--- config.mk ---
export PLATFORM = sky130hd
export DESIGN_NAME = memfir
export DESIGN_NICKNAME = d
export VERILOG_FILES = /design/src/rtl/memfir.sv
export SDC_FILE = /design/constraint.sdc
export NUM_CORES = 2
export LEC_CHECK = 0
export BUFFER_PORTS_ARGS = -buffer_cell sky130_fd_sc_hd__buf_2
export CORE_MARGIN = 4
export CORE_UTILIZATION = 50
export CTS_CLUSTER_SIZE = 8
export DETAILED_ROUTE_END_ITERATION = 12
export PLACE_DENSITY_LB_ADDON = 0.15
export SLEW_MARGIN = 40
export SYNTH_ARGS = -nofsm -noshare
export SYNTH_HDL_FRONTEND = slang
export SYNTH_SLANG_ARGS = --single-unit
--- constraint.sdc ---
create_clock -name clock -period 7.1 [get_ports clock]
set_input_delay 0.355 -clock clock [delete_from_list [all_inputs] [get_ports clock]]
set_output_delay 0.355 -clock clock [all_outputs]
set_load 0.1 [all_outputs]
--- src/rtl/memfir.sv ---
// Decimating FIR filter with RAM-based sample history and coefficient store.
// One multiply-accumulate per clock; the result is rounded and saturated to 24 bits.
module memfir #(
  parameter int TAPS       = 64,
  parameter int DECIMATION = 2,
  parameter int ACC_WIDTH  = 50
) (
  input  logic               clock,
  input  logic               reset_n,
  input  logic               in_strobe,
  input  logic signed [23:0] in_data,
  input  logic               coef_wr,
  input  logic [7:0]         coef_addr,
  input  logic signed [17:0] coef_data,
  output logic               out_strobe,
  output logic signed [23:0] out_data,
  output logic               busy,
  output logic               overrun
);

  localparam int AW = (TAPS > 1) ? $clog2(TAPS) : 1;
  localparam logic [AW-1:0] LAST = AW'(TAPS - 1);
  localparam logic [3:0] PHASE_LAST = 4'(DECIMATION - 1);

  typedef enum logic [2:0] {CLEAR, IDLE, WRITE, MAC, DRAIN, OUT} state_t;

  state_t state;
  logic [AW-1:0] cnt;
  logic [AW-1:0] wr_ptr;
  logic [AW-1:0] rd_ptr;
  logic [3:0] phase;
  logic drain_cnt;
  logic signed [23:0] sample;

  logic [23:0] x_mem [TAPS];
  logic [17:0] c_mem [TAPS];

  logic x_we;
  logic c_we;
  logic [AW-1:0] x_waddr;
  logic [AW-1:0] c_waddr;
  logic [23:0] x_wdata;
  logic [17:0] c_wdata;

  logic signed [23:0] x_rd;
  logic signed [17:0] c_rd;
  logic signed [41:0] prod;
  logic rd_valid;
  logic prod_valid;
  logic signed [ACC_WIDTH-1:0] acc;
  logic signed [ACC_WIDTH-1:0] rounded;
  logic signed [ACC_WIDTH-1:0] shifted;
  logic [23:0] sat;

  // CLEAR owns both write ports; otherwise samples land in WRITE and coefficients only in IDLE.
  always_comb begin
    x_we    = 1'b0;
    c_we    = 1'b0;
    x_waddr = wr_ptr;
    c_waddr = coef_addr[AW-1:0];
    x_wdata = sample;
    c_wdata = coef_data;
    case (state)
      CLEAR: begin
        x_we    = 1'b1;
        c_we    = 1'b1;
        x_waddr = cnt;
        c_waddr = cnt;
        x_wdata = '0;
        c_wdata = '0;
      end
      IDLE:    c_we = coef_wr && ({1'b0, coef_addr} < 9'(TAPS));
      WRITE:   x_we = 1'b1;
      default: ;
    endcase
  end

  always_ff @(posedge clock) begin
    if (x_we) x_mem[x_waddr] <= x_wdata;
    if (c_we) c_mem[c_waddr] <= c_wdata;
    x_rd <= x_mem[rd_ptr];
    c_rd <= c_mem[cnt];
    prod <= 42'(x_rd) * 42'(c_rd);
  end

  always_ff @(posedge clock or negedge reset_n) begin
    if (!reset_n) begin
      rd_valid   <= 1'b0;
      prod_valid <= 1'b0;
      acc        <= '0;
    end else begin
      rd_valid   <= (state == MAC);
      prod_valid <= rd_valid;
      if (state == WRITE) acc <= '0;
      else if (prod_valid) acc <= acc + ACC_WIDTH'(prod);
    end
  end

  // Round half up, drop 17 fraction bits, clamp if the upper bits are not pure sign.
  always_comb begin
    rounded = acc + ACC_WIDTH'(65536);
    shifted = rounded >>> 17;
    if (&shifted[ACC_WIDTH-1:23] || ~|shifted[ACC_WIDTH-1:23]) sat = shifted[23:0];
    else sat = shifted[ACC_WIDTH-1] ? 24'h800000 : 24'h7FFFFF;
  end

  always_ff @(posedge clock or negedge reset_n) begin
    if (!reset_n) begin
      state      <= CLEAR;
      cnt        <= '0;
      wr_ptr     <= '0;
      rd_ptr     <= '0;
      phase      <= '0;
      drain_cnt  <= 1'b0;
      sample     <= '0;
      out_strobe <= 1'b0;
      out_data   <= '0;
      busy       <= 1'b1;
      overrun    <= 1'b0;
    end else begin
      out_strobe <= 1'b0;
      if (in_strobe && state != IDLE) overrun <= 1'b1;
      case (state)
        CLEAR: begin
          if (cnt == LAST) begin
            cnt   <= '0;
            state <= IDLE;
            busy  <= 1'b0;
          end else begin
            cnt <= cnt + AW'(1);
          end
        end
        IDLE: begin
          if (in_strobe) begin
            sample <= in_data;
            state  <= WRITE;
            busy   <= 1'b1;
          end
        end
        WRITE: begin
          wr_ptr <= (wr_ptr == LAST) ? '0 : wr_ptr + AW'(1);
          rd_ptr <= wr_ptr;
          cnt    <= '0;
          if (phase == PHASE_LAST) begin
            phase <= '0;
            state <= MAC;
          end else begin
            phase <= phase + 4'd1;
            state <= IDLE;
            busy  <= 1'b0;
          end
        end
        MAC: begin
          rd_ptr <= (rd_ptr == '0) ? LAST : rd_ptr - AW'(1);
          if (cnt == LAST) begin
            cnt       <= '0;
            drain_cnt <= 1'b0;
            state     <= DRAIN;
          end else begin
            cnt <= cnt + AW'(1);
          end
        end
        DRAIN: begin
          drain_cnt <= 1'b1;
          if (drain_cnt) state <= OUT;
        end
        OUT: begin
          out_strobe <= 1'b1;
          out_data   <= sat;
          state      <= IDLE;
          busy       <= 1'b0;
        end
        default: state <= CLEAR;
      endcase
    end
  end

endmodule

# Word level (Yosys, flattened, before mapping)
# Memory sizes are Yosys's and may differ from the RTL's. A register that Yosys moved wholly into a read port is not among the register bits.
# Index checks and enable logic that the tools add are counted.
[totals] reg_bits=171 ram_bits=2688 inputBits=54 output_inout_bits=27 word_cells=90 mem_count=2
[op_classes] n_addsub=6 multipliers=1 magnitude_cmp=1 n_eq_ne=14 muxes=32 reduce_logical=19
[memory_table] name="x_mem" words=64 width=24 rd=1 rd_ports_with_merged_regs=1 wr=1 line_no="35" rtl="logic [23:0] x_mem [TAPS];"
[memory_table] name="c_mem" words=64 width=18 rd=1 rd_ports_with_merged_regs=1 wr=1 line_no="36" rtl="logic [17:0] c_mem [TAPS];"
[op_table] cell="two-way mux 50 bit" n=2
[op_table] cell="two-way mux 24 bit" n=3
[op_table] cell="adder 50 x 18 -> 50 bit (second input constant)" n=1
[op_table] cell="adder 50 x 42 -> 50 bit" n=1
[op_table] cell="multiplier 24 x 18 -> 42 bit" n=1
[op_table] cell="two-way mux 6 bit" n=5
[op_table] cell="case mux 6 bit (2 select lines)" n=2
[op_table] cell="two-way mux 18 bit" n=1
[op_table] cell="case mux 3 bit (6 select lines)" n=1
[op_table] cell="adder 6 x 1 -> 6 bit (second input constant)" n=2
[op_table] cell="== test 6 bit (second input constant)" n=2
[op_table] cell="two-way mux 3 bit" n=4
[op_table] cell="AND reduction 10 bit" n=1
[op_table] cell="OR reduction 10 bit" n=1
[op_table] cell="two-way mux 1 bit" n=9
[op_table] cell="< comparator 8 x 7 -> 1 bit (second input constant)" n=1
[op_table] cell="!= test 2 bit (second input constant)" n=4
[op_table] cell="AND reduction 4 bit" n=2
[op_table] cell="nonzero test 2 bit" n=4
[op_table] cell="== test 3 x 2 -> 1 bit (second input constant)" n=2
[op_table] cell="== test 3 bit (second input constant)" n=2
[op_table] cell="zero test 6 bit" n=1
[op_table] cell="subtractor 6 x 1 -> 6 bit (second input constant)" n=1
[op_table] cell="adder 4 x 1 -> 4 bit (second input constant)" n=1
[op_table] cell="15 further kinds" n=19

# Logic depth before layout (Yosys ltp)
[depth] ltp_word=5 mapped_depth=27 depth_no_buf=25

# Worst setup path before layout
# No wires, ideal clock.
[synth_path] path_kind="reg2reg" start="register x_rd[13], read port of x_mem" end="register prod[39]" setup_time_ps=118 arrival_ps=6178 required_ps=6982 path_slack_ps=804 path_stages_with_launch=26 path_buffers=2 synth_period_minus_slack_ps=6296 cell_sequence="dfxtp_1 -> clkbuf_1 -> clkbuf_1 -> nand2_1 -> fa_1 -> inv_1 -> fa_1 -> inv_1 -> fa_1 -> inv_1 -> fa_1 -> fa_1 -> inv_1 -> fa_1 -> inv_1 -> ha_1 -> and2_1 -> nand4_1 -> or2_2 -> a211oi_1 -> or4b_1 -> and2_4 -> a311oi_2 -> o21a_1 -> o21ai_2 -> xnor2_1"
[synth_via] elab_chain_cells=1
[synth_rtl] item="start: declaration" line_no="45" rtl="logic signed [23:0] x_rd;"
[synth_rtl] item="multiplier 24 x 18 -> 42 bit" line_no="83" rtl="prod <= 42'(x_rd) * 42'(c_rd);"
[synth_rtl] item="end signal: assignment" line_no="83"
[synth_rtl] item="end: declaration" line_no="47" rtl="logic signed [41:0] prod;"
# Every way passes these cells.
# A chain may end at the register's enable or synchronous reset.

# Worst setup path after layout
[layout_path] start="register c_rd[2], read port of c_mem" end="register prod[40]"
[layout_via] elab_chain_cells=1
[layout_rtl] item="start: declaration" line_no="46" rtl="logic signed [17:0] c_rd;"
[layout_rtl] item="multiplier 24 x 18 -> 42 bit" line_no="83"
# Every way passes these cells.

==> flow_summary.toml <==
[floorplan]
num_rows = 186
fp.dieW_um = 517
core_area_um2 = 258000
die_h_um = 517
ioPinCount = 81
dieArea_um2 = 268000
initial_core_util = 0.504

[yosys]
synth.most_common_cell = "edfxtp_1"
yosysTopAreaCell = "edfxtp_1"
seq_area_frac_synth = 0.660
synth_area_leaders = "edfxtp_1 (62%), mux4_2 (8.8%), fa_1 (6.6%)"
netlist_area_um2 = 130000
synth_fp_nets = 8409
ys_ff_latch = 2901
ys_types = 84
synth_top_flop_cell = "edfxtp_1"
synthTopCellsByCount = "edfxtp_1 (2688), inv_1 (517), mux4_2 (508), mux2i_1 (430), fa_1 (426)"
avgSynthCellArea_um2 = 16.7
synth_edf_count = 2688
yosysWarnings = 0
synthArstFlopShare = 0.0445
synth.top_cell.area_share = 0.622
synth_cells = 7770

[clock_network]
cts.sinks = 2901
clock_path_buffers = 4
clock_latency_ns = 0.93
cts_buffers = 406
clk_pin_slew_ns = 0.05
htree_levels = 5
cts_tree = "yes"
post_cts_buffers = 0
root_buffer = "clkbuf_16"

[sta]
hold_violations = 0
period_needed_ns = 6.73
grt_setup_unrepaired = "no"
fmax_mhz = 149
finalSetupTns_ns = 0
period_share = 0.948
maxSlewHeadroom = 0.357
finalSetupViolations = 0
tightest_slew_ns = 0.965
whs_ns = 0.0997
skew_ns = 0.0713
slew_violations = 0

[grt]
grt_max_degree = 123
grt_usage = 0.249
grt_overflow = 0
grt_pass1_vias = 72100
antenna_found_initial = 15
grt_pass1_wl_mm = 489

[routing]
vias = 71000
wirelength_mm = 332
antenna_left = 0
viasPerCell = 6.07
drc = 0
first_iter_violations = 7695
wl_per_cell_um = 28.4
firstDrtPassIters = 6

[setup_path]
crit_required_ns = 7.84
worstSetupPathType = "reg2reg"
start_kind = "flip-flop"
crit_path_max_fanout = 17
arrival_ns = 7.48
cp-end-kind = "flip-flop"

[layout]
final_nets = 8819
drive_above_1_share = 0.201
areaGrowthSynthToFinish_pct = 14.6
final_util = 0.577
fillers = 19200
finish.instance_area_um2 = 149000

[placed_design]
dpl.hpwl_mm = 206
io_buffers = 80
gp_routability_congestion = 0.846
placed_cell_area_um2 = 137000

[min_path]
worst_hold_path_type = "in2reg"

[status]
status = "complete, no violations"

[run]
cap_violations = 0
## routing by layer
metal / wire length [um] / track usage
met3: 25900 / 0.0448
met1: 142000 / 0.368
met2: 156000 / 0.389
met4: 7150 / 0.0583
met5: 41 / 0
## cells in the final DEF, fill, tap and decap left out, types with 52 or more instances in the layout
cell / n
clkbuf_16: 412
mux2_2: 109
buf_2: 79
nand3_1: 52
mux2i_1: 429
nor2_4: 53
dfxtp_1: 80
nor2_1: 220
mux4_2: 508
inv_1: 516
dfrtp_1: 116
nand2_1: 410
o21ai_0: 164
clkbuf_1: 109
edfxtp_1: 2688
o22ai_1: 95
a21oi_1: 310
and2_1: 155
buf_4: 219
o221ai_1: 168
ha_1: 159
nor2_2: 71
fa_1: 425
xnor2_1: 72
## timing repair
action,in CTS,in global routing
resized for setup,0,5
hold buffers,29,0
setup endpoints to repair,0,5
hold endpoints to repair,116,0
## cell families after synthesis
kind of cell,count (synthesis),share of synthesized area
AO/OA/AOI/OAI,975,0.0487
multiplexers,1047,0.131
adder cells (fa/ha/maj),587,0.0812
XOR/XNOR,114,0.00770
AND/OR/NAND/NOR,1219,0.0437
buffers and inverters,927,0.0279
flip-flops,2901,0.660
## path summary, 6_finish.rpt
path	start	to	slack [ns]	cells past startpoint
setup reg to reg	c_rd[2]$_DFF_P_	prod[40]$_DFF_P_	0.37	23
max in group asynchronous	reset_n	cnt[1]$_DFFE_PN0P_	5.45	4
hold / removal	coef_data[9]	c_mem[57][9]$_DFFE_PP_	0.1	3
min in group asynchronous	reset_n	acc[18]$_DFFE_PN0P_	0.49	3
setup / recovery	c_rd[2]$_DFF_P_	prod[40]$_DFF_P_	0.37	23
hold reg to reg	rd_valid$_DFF_PN0_	prod_valid$_DFF_PN0_	0.36	0
## per-stage QoR
stage	worst slack [ns]	cells
6_report	0.366	11700
3_5_place_dp	0.308	11100
5_1_grt	0.0379	11700
3_3_place_gp	0.385	11100
4_1_cts	0.259	11700
2_1_floorplan	0.804	7770
## critical path: stages, from the launching register on
cell	delay, ns
dfxtp_1	0.71
buf_4	0.28
and2_1	0.16
fa_1	0.58
fa_1	0.50
ha_1	0.29
inv_1	0.06
fa_1	0.56
inv_1	0.07
fa_1	0.53
inv_1	0.05
fa_1	0.47
inv_1	0.04
ha_1	0.34
a21oi_1	0.15
nor2b_1	0.05
o21ai_0	0.23
a21oi_1	0.15
a2111oi_0	0.51
a21oi_1	0.23
a21o_1	0.24
a31oi_1	0.17
o21bai_1	0.09
xor2_1	0.14
## flip-flops by register name, summed over array words and instances, names as in the netlist, 3 cells and up
signal / flops
acc: 50
c_mem: 1152
c_rd: 18
cnt: 6
out_data: 24
phase: 4
prod: 42
rd_ptr: 6
sample: 24
state: 3
wr_ptr: 6
x_mem: 1536
x_rd: 24
## area by class of cell
cell class,instances,area (um^2),area share
antenna,5,12.5,0.0000842
multi-input combinational,3942,41500,0.279
inverter,518,1940,0.0131
clock inverter,21,405,0.00273
tap,3384,4230,0.0285
clock buffer,524,10800,0.0724
timing repair buffer,411,4060,0.0273
sequential,2901,85700,0.576
Power is left out: the tool's default activity adds up to more than one toggle a clock period on the data nets, which glitch-free logic cannot reach.
